`src/rtl/audio_out_mixer.sv`:
```
// audio_out_mixer: mixes two gated square-wave voices with optional codec
// input into saturated 32-bit stereo samples. Each sample takes one codec
// FIFO handshake: IDLE -> CAPTURE (pop) -> MIX -> WRITE (push).
//
// Ports:
//   CLOCK_50, reset            clock, synchronous active-high reset
//   title_snd, title_active    title voice phase / note-on
//   fx_snd, fx_active          effect voice phase / note-on
//   mic_enable, mute           add codec input / force silence
//   audio_in_available         codec input FIFO non-empty
//   audio_out_allowed          codec output FIFO has space
//   left/right_channel_audio_in   signed codec input samples
//   read_audio_in              pop strobe (CAPTURE cycle)
//   write_audio_out            push strobe (WRITE cycle with space)
//   left/right_channel_audio_out  signed mixed samples, held between MIXes
//   clip_flag                  sticky saturation indicator
//   sample_count               samples written, wraps at 16 bits
module audio_out_mixer #(
    parameter logic [31:0] AMP_TITLE = 32'd60000000,
    parameter logic [31:0] AMP_FX    = 32'd80000000
) (
    input  logic        CLOCK_50,
    input  logic        reset,
    input  logic        title_snd,
    input  logic        title_active,
    input  logic        fx_snd,
    input  logic        fx_active,
    input  logic        mic_enable,
    input  logic        mute,
    input  logic        audio_in_available,
    input  logic        audio_out_allowed,
    input  logic [31:0] left_channel_audio_in,
    input  logic [31:0] right_channel_audio_in,
    output logic        read_audio_in,
    output logic        write_audio_out,
    output logic [31:0] left_channel_audio_out,
    output logic [31:0] right_channel_audio_out,
    output logic        clip_flag,
    output logic [15:0] sample_count
);

    localparam int unsigned SW = 32;  // sample width
    localparam int unsigned PW = 37;  // amplitude * gain product width
    localparam int unsigned MW = 34;  // mix accumulator width
    localparam int unsigned GW = 5;   // gain width
    localparam int unsigned CW = 16;  // sample counter width

    localparam logic [GW-1:0]        G_MAX   = 5'd16;
    localparam logic signed [MW-1:0] SUM_MAX = 34'sh0_7FFF_FFFF;
    localparam logic signed [MW-1:0] SUM_MIN = 34'sh3_8000_0000;

    typedef enum logic [1:0] {
        IDLE    = 2'd0,
        CAPTURE = 2'd1,
        MIX     = 2'd2,
        WRITE   = 2'd3
    } state_t;

    state_t r_state;
    state_t w_next;
    logic   w_read;
    logic   w_write;

    logic signed [SW-1:0] r_left_in;
    logic signed [SW-1:0] r_right_in;
    logic                 r_title_snd;
    logic                 r_fx_snd;
    logic                 r_title_act;
    logic                 r_fx_act;
    logic                 r_mic;
    logic                 r_mute;
    logic [GW-1:0]        r_gt;
    logic [GW-1:0]        r_gf;
    logic [SW-1:0]        r_left_out;
    logic [SW-1:0]        r_right_out;
    logic                 r_clip;
    logic [CW-1:0]        r_cnt;

    logic [PW-1:0]        w_prod_t;
    logic [PW-1:0]        w_prod_f;
    logic [MW-1:0]        w_mag_t;
    logic [MW-1:0]        w_mag_f;
    logic signed [MW-1:0] w_term_t;
    logic signed [MW-1:0] w_term_f;
    logic signed [MW-1:0] w_mic_l;
    logic signed [MW-1:0] w_mic_r;
    logic signed [MW-1:0] w_sum_l;
    logic signed [MW-1:0] w_sum_r;
    logic                 w_ovf_l;
    logic                 w_ovf_r;

    // Clamp a mix sum to the 32-bit signed range.
    function automatic logic [SW-1:0] sat32(input logic signed [MW-1:0] s);
        if (s > SUM_MAX) begin
            return 32'h7FFF_FFFF;
        end else if (s < SUM_MIN) begin
            return 32'h8000_0000;
        end else begin
            return s[SW-1:0];
        end
    endfunction

    // State register
    always_ff @(posedge CLOCK_50) begin
        if (reset) begin
            r_state <= IDLE;
        end else begin
            r_state <= w_next;
        end
    end

    // Next state and FIFO strobes; strobes follow the registered state and
    // the live space flag so a push lands in the first cycle space returns.
    always_comb begin
        w_next  = r_state;
        w_read  = 1'b0;
        w_write = 1'b0;
        case (r_state)
            IDLE: begin
                if (audio_in_available && audio_out_allowed) begin
                    w_next = CAPTURE;
                end
            end
            CAPTURE: begin
                w_read = 1'b1;
                w_next = MIX;
            end
            MIX: begin
                w_next = WRITE;
            end
            WRITE: begin
                if (audio_out_allowed) begin
                    w_write = 1'b1;
                    w_next  = IDLE;
                end
            end
            default: begin
                w_next = IDLE;
            end
        endcase
        if (reset) begin
            w_read  = 1'b0;
            w_write = 1'b0;
        end
    end

    // Voice terms: floor(AMP * g / 16) with the gain before this sample's update.
    assign w_prod_t = PW'(AMP_TITLE) * PW'(r_gt);
    assign w_prod_f = PW'(AMP_FX) * PW'(r_gf);
    assign w_mag_t  = MW'(w_prod_t >> 4);
    assign w_mag_f  = MW'(w_prod_f >> 4);
    assign w_term_t = r_title_snd ? $signed(w_mag_t) : -$signed(w_mag_t);
    assign w_term_f = r_fx_snd    ? $signed(w_mag_f) : -$signed(w_mag_f);

    assign w_mic_l  = r_mic ? MW'(r_left_in)  : '0;
    assign w_mic_r  = r_mic ? MW'(r_right_in) : '0;
    assign w_sum_l  = w_mic_l + w_term_t + w_term_f;
    assign w_sum_r  = w_mic_r + w_term_t + w_term_f;
    assign w_ovf_l  = (w_sum_l > SUM_MAX) || (w_sum_l < SUM_MIN);
    assign w_ovf_r  = (w_sum_r > SUM_MAX) || (w_sum_r < SUM_MIN);

    // Capture, mix and write-count datapath
    always_ff @(posedge CLOCK_50) begin
        if (reset) begin
            r_left_in   <= '0;
            r_right_in  <= '0;
            r_title_snd <= 1'b0;
            r_fx_snd    <= 1'b0;
            r_title_act <= 1'b0;
            r_fx_act    <= 1'b0;
            r_mic       <= 1'b0;
            r_mute      <= 1'b0;
            r_gt        <= '0;
            r_gf        <= '0;
            r_left_out  <= '0;
            r_right_out <= '0;
            r_clip      <= 1'b0;
            r_cnt       <= '0;
        end else begin
            if (r_state == CAPTURE) begin
                r_left_in   <= $signed(left_channel_audio_in);
                r_right_in  <= $signed(right_channel_audio_in);
                r_title_snd <= title_snd;
                r_fx_snd    <= fx_snd;
                r_title_act <= title_active;
                r_fx_act    <= fx_active;
                r_mic       <= mic_enable;
                r_mute      <= mute;
            end
            if (r_state == MIX) begin
                if (r_mute) begin
                    r_left_out  <= '0;
                    r_right_out <= '0;
                end else begin
                    r_left_out  <= sat32(w_sum_l);
                    r_right_out <= sat32(w_sum_r);
                    if (w_ovf_l || w_ovf_r) begin
                        r_clip <= 1'b1;
                    end
                end
                // Gains ramp one step per sample toward 0 or full scale.
                if (r_title_act && (r_gt < G_MAX)) begin
                    r_gt <= r_gt + 5'd1;
                end else if (!r_title_act && (r_gt != '0)) begin
                    r_gt <= r_gt - 5'd1;
                end
                if (r_fx_act && (r_gf < G_MAX)) begin
                    r_gf <= r_gf + 5'd1;
                end else if (!r_fx_act && (r_gf != '0)) begin
                    r_gf <= r_gf - 5'd1;
                end
            end
            if (w_write) begin
                r_cnt <= r_cnt + 16'd1;
            end
        end
    end

    assign read_audio_in           = w_read;
    assign write_audio_out         = w_write;
    assign left_channel_audio_out  = r_left_out;
    assign right_channel_audio_out = r_right_out;
    assign clip_flag               = r_clip;
    assign sample_count            = r_cnt;

endmodule

```
`config.mk`:
```
export PLATFORM = sky130hd
export DESIGN_NAME = audio_out_mixer
export DESIGN_NICKNAME = d
export VERILOG_FILES = /design/src/rtl/audio_out_mixer.sv
export SDC_FILE = /design/constraint.sdc
export NUM_CORES = 1
export LEC_CHECK = 0
export CAP_MARGIN = 20
export CORE_AREA = 10 10 257 259
export CTS_BUF_LIST = sky130_fd_sc_hd__clkbuf_16
export DETAILED_ROUTE_END_ITERATION = 8
export DIE_AREA = 0 0 267 269
export DONT_BUFFER_PORTS = 1
export GPL_TIMING_DRIVEN = 1
export PLACE_DENSITY = 0.38
export SLEW_MARGIN = 20
export SYNTH_ARGS = -nofsm -noshare
export SYNTH_HDL_FRONTEND = slang
export SYNTH_SLANG_ARGS = --single-unit
```
`constraint.sdc`:
```
create_clock -name CLOCK_50 -period 15.33 [get_ports CLOCK_50]
set_input_delay 0 -clock CLOCK_50 [delete_from_list [all_inputs] [get_ports CLOCK_50]]
set_output_delay 0 -clock CLOCK_50 [all_outputs]
set_load 0.02 [all_outputs]
```
==> impl_metrics.tcl, run 1 <==
set metrics [dict create \
    h-tree-depth 4 \
    avgViaCountPerCell 4.691 \
    synth_area_leaders "dfxtp_1 (23%), ha_1 (13%), fa_1 (9.3%)" \
    maxCapViolations 0 \
    tightest_slew_ns 0.9404 \
    hold_viol_final 0 \
    drc 0 \
    post_cts_resized 0 \
    regArea_um2 3266 \
    rsz0062_at_grt "no" \
    worstHoldPathType "input port to output port" \
    core_um2 61030 \
    crit_path_top_delay_cell "ha_1" \
    crit_type "flop to flop" \
    min_path_cells 1 \
    required_ns 15.75 \
    final_area_um2 16540 \
    cts_buffers 17 \
    yosys_warnings 0 \
    yosys.area.top_type "dfxtp_1" \
    clock_insertion_delay_worst_skew_ns 0.50 \
    r2r_slack_ns 6.13 \
    nets 2005 \
    die_h_um 269 \
    multiInputGateArea_um2 10550 \
    synth_top_area_share_pct 22.62 \
    synth_ff_type "dfxtp_1" \
    path_buf_inv 0 \
    antenna_found_initial 4 \
    hold-worst-slack_ns 0.08632 \
    n_fill_cell 6521 \
    dp_hpwl_mm 38.27 \
    fin_skew_ns 0.01440 \
    endpoint_kind "flop" \
    yosys_register_bits 163 \
    rr_endpoint "left_channel_audio_out[28]" \
    postSynthAreaPerCell_um2 8.557 \
    grt-ovfl-total 0 \
    cts_tree "built" \
    clkTransAtPathRegs_ns 0.07 \
    synth_nets 1980 \
    synth_edf_count 0 \
    syn_inst 1686 \
    first_pass_iters 4 \
    grt_usage_pct 13.40 \
    clk_path_buf_depth 2 \
    setup_viol 0 \
    num_rows 91 \
    slew_violations 0 \
    wl_mm 47.87 \
    cts.sinks 163 \
    avgRoutedWirePerCell_um 19.01 \
    io_buffer_count 0 \
    start_kind "flop" \
    reg2reg_depth 28 \
    route.vias.total 11810 \
    fmax_mhz 108.7 \
    grt_max_degree 166 \
    whs_endpoint "read_audio_in" \
    start_util_pct 23.64 \
    crit_fanout 27 \
    root_buffer "clkbuf_16" \
    status "complete, no violations" \
    ios 157 \
    drtAntennaViolNets 0 \
    fin_crit_sh_pct 60.03 \
    synthArstFlopShare_pct 0 \
    reg2reg_from "r_gt[2]" \
    ys_seq_area_share_pct 22.62 \
    cp_top_family "simple AND/OR/NAND/NOR gates" \
    ys_types 88 \
    worstHoldStart "reset" \
    grt_pass1_vias 11950 \
    place_congestion 0.8427 \
    cp_common_cell "ha_1" \
    cp.arrival_ns 9.62 \
    fp.dieArea_um2 71820 \
    drtIter0Drc 580 \
    dieWidth_um 267 \
    grt_pass1_wl_mm 73.40 \
    synth_area_um2 14430 \
    relSlewSlack_pct 36.86 \
    setup_tns_ns 0 \
    postCtsSetupRepairBufs 0 \
    placed_cell_area_um2 15140 \
    layout_min_cycle_time_ns 9.203 \
    cpPeakStageDelay_ns 0.57 \
    layout-drive-gt1-share_pct 5.858 \
    area_growth_pct 14.61 \
]
cell usage in the layout, fill, tap and decap left out, drive strengths merged, types with 56 or more instances in the layout:
cell	n
nor2	177
nand2	167
dfxtp	163
ha	153
a21oi	101
xnor2	85
inv	83
dlygate4sd3	76
mux2i	73
a31oi	69
fa	67
xor2	60
and2	56
flip-flops by register name, summed over array words and instances, names as in the netlist, 2 cells and up:
| signal | flops |
|---|---|
| left_channel_audio_out | 32 |
| r_left_in | 32 |
| r_right_in | 32 |
| right_channel_audio_out | 32 |
| sample_count | 16 |
| r_gf | 5 |
| r_gt | 5 |
| r_state | 2 |
routing by layer:
layer | global-route usage, % | vias to the layer above | share of wire, %
li1 | - | 5939 | -
met1 | 16.86 | 5647 | 46
met2 | 22.37 | 192 | 48
met3 | 2.945 | 33 | 4.1
met4 | 4.453 | 0 | 2.0
met5 | 0 | - | 0
through the flow:
| stage | std cells | utilization (%) | worst slack [ns] |
|---|---|---|---|
| 2_1_floorplan | 1686 | - | 7.543 |
| 3_3_place_gp | 2405 | 24.81 | 6.212 |
| 3_5_place_dp | 2405 | 24.81 | 6.115 |
| 4_1_cts | 2514 | 27.08 | 6.051 |
| 5_1_grt | 2517 | 27.09 | 5.469 |
| 6_report | 2518 | 27.10 | 6.127 |
synth_stat cells, types with 7 or more instances:
cell type	number
nor2_1	175
nand2_1	165
dfxtp_1	163
ha_1	153
a21oi_1	98
xnor2_1	85
inv_1	78
mux2i_1	73
fa_1	67
xor2_1	60
and2_1	56
a31oi_1	48
clkbuf_1	47
a21o_1	46
o21ai_0	43
nand3_1	34
nand2b_1	21
a31oi_2	20
and3_1	16
buf_2	14
nor3_1	13
nand4_1	12
nor2b_1	12
o211ai_1	11
or3_1	11
a31o_2	10
buf_1	10
o21ai_1	9
o21bai_1	9
a211oi_1	8
o21a_1	8
o31ai_1	7
worst register-to-register path: cells and delay by family, from the launching register on:
kind                       cells  cell delay (ns)
adders and majority gates      6             2.52
and+or+nand+nor               10             2.78
DFF                            1             0.53
xor gates and xnor gates       3             0.78
AOI/OAI and AO/OA              9             2.52
cells by family after synthesis:
group,synth area share (%)
flops,22.62
buf+inv,4.414
simple gates,18.23
mux,5.221
compound gates,17.82
xor+xnor,9.132
fa+ha+maj,22.57
what timing repair did:
action / in CTS / in global routing
hold buffers: 77 / 0
setup endpoints to repair: 0 / 0
endpoints found under the hold margin: 163 / 0
area by class of cell:
cell class	count	share of cell area (%)
diodes	4	0.06053
clock buffers	17	2.573
clock inverters	15	1.044
inverters	78	1.771
multi-input cells	1368	63.79
flip-flops and latches	163	19.75
well taps	790	5.978
repair buffers	83	5.039
worst max-delay path by stage:
stage                 start                          to  slack (ns)  depth (start not counted)
finish              r_gt[2]  left_channel_audio_out[28]        6.13                         28
global route        r_gt[2]  left_channel_audio_out[30]        5.47                         28
CTS                 r_gt[2]  left_channel_audio_out[28]        6.05                         28
detailed placement  r_gt[2]  left_channel_audio_out[28]        6.11                         28
global placement    r_gt[2]  left_channel_audio_out[28]        6.21                         28
floorplan           r_gt[2]  left_channel_audio_out[11]        7.54                         31
Power of run 1 is left out: the tool's default activity adds up to more than one toggle a clock period on the data nets, which glitch-free logic cannot reach.
==> run 2: changes to the inputs <==
--- a/config.mk
+++ b/config.mk
@@ -12,7 +12,7 @@
 export DIE_AREA = 0 0 267 269
 export DONT_BUFFER_PORTS = 1
 export GPL_TIMING_DRIVEN = 1
-export PLACE_DENSITY = 0.38
+export PLACE_DENSITY = 0.39
 export SLEW_MARGIN = 20
 export SYNTH_ARGS = -nofsm -noshare
 export SYNTH_HDL_FRONTEND = slang
==> constraint.sdc (replaced) <==
create_clock -name CLOCK_50 -period 7.9 [get_ports CLOCK_50]
set_input_delay 0 -clock CLOCK_50 [delete_from_list [all_inputs] [get_ports CLOCK_50]]
set_output_delay 0 -clock CLOCK_50 [all_outputs]
set_load 0.02 [all_outputs]
==> impl_metrics.tcl, run 2 (same netlist as run 1, synthesis figures left out) <==
set metrics [dict create \
    status "complete, but fails checks" \
    violations "negative hold slack" \
    crit_path_top_delay_cell "fa_2" \
    grt_usage_pct 13.74 \
    slew_violations 0 \
    min_path_cells 2 \
    crit_type "flop to flop" \
    cpPeakStageDelay_ns 0.63 \
    nets 2156 \
    rr_endpoint "left_channel_audio_out[17]" \
    hold_viol_final 21 \
    fin_crit_sh_pct 96.98 \
    worstHoldStart "reset" \
    layoutNonFillerInstCount 2665 \
    fmax_mhz 130.5 \
    clk_path_buf_depth 2 \
    num_rows 91 \
    cp.arrival_ns 8.07 \
    maxCapViolations 0 \
    antenna_found_initial 0 \
    endpoint_kind "flop" \
    crit_fanout 15 \
    hold-worst-slack_ns -0.03391 \
    r2r_slack_ns 0.24 \
    reg2reg_depth 33 \
    fp.dieArea_um2 71820 \
    root_buffer "clkbuf_16" \
    final_area_um2 18300 \
    layout_min_cycle_time_ns 7.662 \
    place_congestion 0.8570 \
    die_h_um 269 \
    h-tree-depth 4 \
    clock_insertion_delay_worst_skew_ns 0.49 \
    placed_cell_area_um2 16220 \
    avgViaCountPerCell 4.641 \
    cp_top_family "adder cells" \
    path_buf_inv 6 \
    io_buffer_count 0 \
    start_kind "flop" \
    multiInputGateArea_um2 11070 \
    n_fill_cell 6493 \
    cts.sinks 163 \
    final_cell_mix "nor2_1 (173), nand2_1 (164), dfxtp_1 (156)" \
    grt_max_degree 166 \
    core_um2 61030 \
    layout_commonest_cell "nor2_1" \
    first_pass_iters 7 \
    fin_skew_ns 0.02291 \
    grt_pass1_wl_mm 75.38 \
    drtIter0Drc 587 \
    tightest_slew_ns 0.9072 \
    grt-ovfl-total 0 \
    area_growth_pct 26.81 \
    required_ns 8.31 \
    cts_buffers 17 \
    drc 0 \
    worstHoldPathType "input port to flop" \
    wl_mm 49.70 \
    avgRoutedWirePerCell_um 18.65 \
    whs_endpoint "r_left_in[26]" \
    drtAntennaViolNets 0 \
    route.vias.total 12370 \
    dp_hpwl_mm 39.43 \
    relSlewSlack_pct 39.31 \
    dieWidth_um 267 \
    cts_tree "built" \
    post-place-cells 2542 \
    ios 157 \
    layout-drive-gt1-share_pct 17.62 \
    setup_viol 0 \
    regArea_um2 3277 \
    grt_pass1_vias 12560 \
    reg2reg_from "r_gt[3]" \
    start_util_pct 23.64 \
    clkTransAtPathRegs_ns 0.07 \
]
-- run 2: changes by cell type in the layout (fill, tap and decap cells not counted), sizes merged --
cell	previous run	this run
bufinv	2	1
diode	4	2
buf	7	160
clkinvlp	1	4
clkinv	7	2
inv	83	84
clkbuf	17	19
dlygate4sd3	76	72
-- run 2: layer usage --
metal | routed length (um) | global-route usage (%)
met3 | 1647 | 2.553
met2 | 23870 | 23.09
met5 | 0 | 0
met1 | 23530 | 17.72
met4 | 656 | 3.777
-- run 2: what timing repair did --
action | in CTS | in global routing
setup endpoints to repair | 33 | 64
gates cloned | 1 | 2
setup buffers | 2 | 14
endpoints found under the hold margin | 163 | 0
gates resized for setup | 22 | 78
hold buffers | 73 | 0
pin swaps | 6 | 35
-- run 2: worst max-delay path by stage --
stage	from	endpoint	slack (ns)	cells past startpoint
2_1_floorplan	r_gt[2]	left_channel_audio_out[11]	0.11	31
3_3_place_gp	r_gt[2]	left_channel_audio_out[2]	-0.17	32
3_5_place_dp	r_gt[3]	left_channel_audio_out[0]	-0.16	32
4_1_cts	r_gt[2]	left_channel_audio_out[22]	0.004	31
5_1_grt	r_gt[3]	left_channel_audio_out[24]	-0.02	33
6_report	r_gt[3]	left_channel_audio_out[17]	0.24	33
-- run 2: area by class of cell --
cell class	instances	area share [%]
tap	790	5.402
clock buffer	17	2.325
antenna	2	0.02735
timing repair buffer	234	11.52
sequential	163	17.91
multi-input combinational	1368	60.52
inverter	78	1.600
clock inverter	13	0.6975
-- run 2: through the flow --
| step | setup slack (ns) | util (%) | setup TNS, ns | hold slack, ns |
|---|---|---|---|---|
| final | 0.2382 | 29.98 | 0 | -0.03391 |
| after global routing | -0.02388 | 29.97 | -0.1210 | 0.008396 |
| after CTS | 0.004141 | 28.95 | 0 | 0.005445 |
| after global placement | -0.1674 | 26.57 | -4.271 | 0.09409 |
| after floorplan | 0.1126 | - | 0 | 0.1233 |
| after detailed placement | -0.1645 | 26.57 | -3.536 | 0.09383 |
Power of run 2 is left out for the same reason.
==> run 3: changes to the inputs <==
==> config.mk (replaced) <==
export PLATFORM = sky130hd
export DESIGN_NAME = audio_out_mixer
export DESIGN_NICKNAME = d
export VERILOG_FILES = /design/src/rtl/audio_out_mixer.sv
export SDC_FILE = /design/constraint.sdc
export NUM_CORES = 1
export LEC_CHECK = 0
export BUFFER_PORTS_ARGS = -buffer_cell sky130_fd_sc_hd__buf_2
export CAP_MARGIN = 20
export CORE_AREA = 8 8 255 257
export CTS_BUF_LIST = sky130_fd_sc_hd__clkbuf_16
export DETAILED_ROUTE_END_ITERATION = 8
export DIE_AREA = 0 0 263 265
export GPL_TIMING_DRIVEN = 1
export PLACE_DENSITY = 0.41
export SKIP_LAST_GASP = 1
export SLEW_MARGIN = 20
export SYNTH_ARGS = -nofsm -noshare
export SYNTH_HDL_FRONTEND = slang
export SYNTH_SLANG_ARGS = --single-unit
==> impl_metrics.tcl, run 3 (same netlist as run 1, synthesis figures left out) <==
set metrics [dict create \
    status "complete, no violations" \
    relSlewSlack_pct 37.56 \
    layout-drive-gt1-share_pct 25.04 \
    die_h_um 265 \
    n_fill_cell 6493 \
    post-place-cells 2730 \
    endpoint_kind "flop" \
    slew_violations 0 \
    cp_common_cell "ha_4" \
    antenna_found_initial 5 \
    crit_path_top_delay_cell "fa_1" \
    dieWidth_um 263 \
    ios 157 \
    drc 0 \
    fin_skew_ns 0.01392 \
    start_util_pct 23.64 \
    crit_type "flop to flop" \
    hold_viol_final 0 \
    layoutNonFillerInstCount 2859 \
    worstHoldPathType "input port to flop" \
    first_pass_iters 5 \
    wl_mm 49.04 \
    area_growth_pct 34.00 \
    grt-ovfl-total 0 \
    busiest_layer "met2" \
    fmax_mhz 131.5 \
    grt_use_met2_pct 23.17 \
    place_congestion 0.8372 \
    layout_commonest_cell "buf_4" \
    layout_min_cycle_time_ns 7.604 \
    cts_tree "built" \
    cts.sinks 163 \
    clk_path_buf_depth 2 \
    crit_fanout 7 \
    fin_crit_sh_pct 96.25 \
    core_um2 61030 \
    clkTransAtPathRegs_ns 0.07 \
    drtAntennaViolNets 0 \
    nets 2346 \
    route.vias.total 13120 \
    final_cell_mix "buf_4 (183), nor2_1 (172), nand2_1 (164)" \
    avgRoutedWirePerCell_um 17.15 \
    root_buffer "clkbuf_16" \
    grt_max_degree 93 \
    dp_hpwl_mm 39.29 \
    grt_usage_pct 13.86 \
    avgViaCountPerCell 4.588 \
    grt_pass1_wl_mm 76.66 \
    tightest_slew_ns 0.9366 \
    required_ns 8.22 \
    use_met3_pct 2.910 \
    use_met1_pct 17.73 \
    maxCapViolations 0 \
    io_buffer_count 156 \
    drtIter0Drc 663 \
    setup_tns_ns 0 \
    hold-worst-slack_ns 0.2883 \
    fp.dieArea_um2 69700 \
    start_kind "flop" \
    clock_insertion_delay_worst_skew_ns 0.48 \
    setup_viol 0 \
    cts_buffers 17 \
    grt_pass1_vias 13430 \
    h-tree-depth 4 \
    num_rows 91 \
    cp.arrival_ns 7.93 \
    cpPeakStageDelay_ns 0.59 \
]
==> run 3: per-stage QoR <==
stage	util (%)	cell area, um2	setup WS (ns)
4_1_cts	30.69	18730	0.001347
5_1_grt	31.68	19330	-0.06171
6_report	31.68	19330	0.2961
3_5_place_dp	28.22	17220	-0.3609
2_1_floorplan	-	14430	0.1126
3_3_place_gp	28.22	17220	-0.2615
==> run 3: what timing repair did <==
action / CTS / global route
resized for setup: 24 / 78
endpoints found under the hold margin: 77 / 0
endpoints found under the setup margin: 61 / 64
setup buffers: 4 / 10
cloned: 1 / 1
pin swaps: 9 / 38
hold buffers: 77 / 0
==> run 3: final timing paths <==
check             depth (start not counted)                         to                       from  slack, ns
setup reg to reg                         31                  clip_flag                    r_gt[2]       0.30
hold / removal                            4              r_left_in[17]  left_channel_audio_in[17]       0.29
hold reg to reg                           2  left_channel_audio_out[5]  left_channel_audio_out[5]       0.48
setup / recovery                         31                  clip_flag                    r_gt[2]       0.30
==> run 3: cell type report <==
| cell class | instances | area [um2] | share of cell area, % |
|---|---|---|---|
| multi-input combinational | 1368 | 11120 | 57.53 |
| sequential | 163 | 3274 | 16.94 |
| timing repair buffer | 424 | 3070 | 15.88 |
| tap | 790 | 988.4 | 5.113 |
| clock buffer | 17 | 425.4 | 2.200 |
| inverter | 78 | 292.8 | 1.514 |
| clock inverter | 15 | 150.1 | 0.7766 |
| antenna | 4 | 10.01 | 0.05177 |
==> run 3: critical path: cells and delay by family, from the launching register on <==
family | cells | cell delay, ns
DFF | 1 | 0.36
AOI/OAI and AO/OA | 8 | 1.79
buffers and inverters | 3 | 0.48
and+or+nand+nor | 11 | 2.01
adders and majority gates | 6 | 2.12
xor gates and xnor gates | 3 | 0.66
==> run 3: per-layer routing <==
metal	vias to the layer above	share of wire (%)
li1	6618	-
met2	170	47
met4	2	2.0
met1	6279	47
met3	49	3.4
met5	-	0.024
Power of run 3 is left out for the same reason.
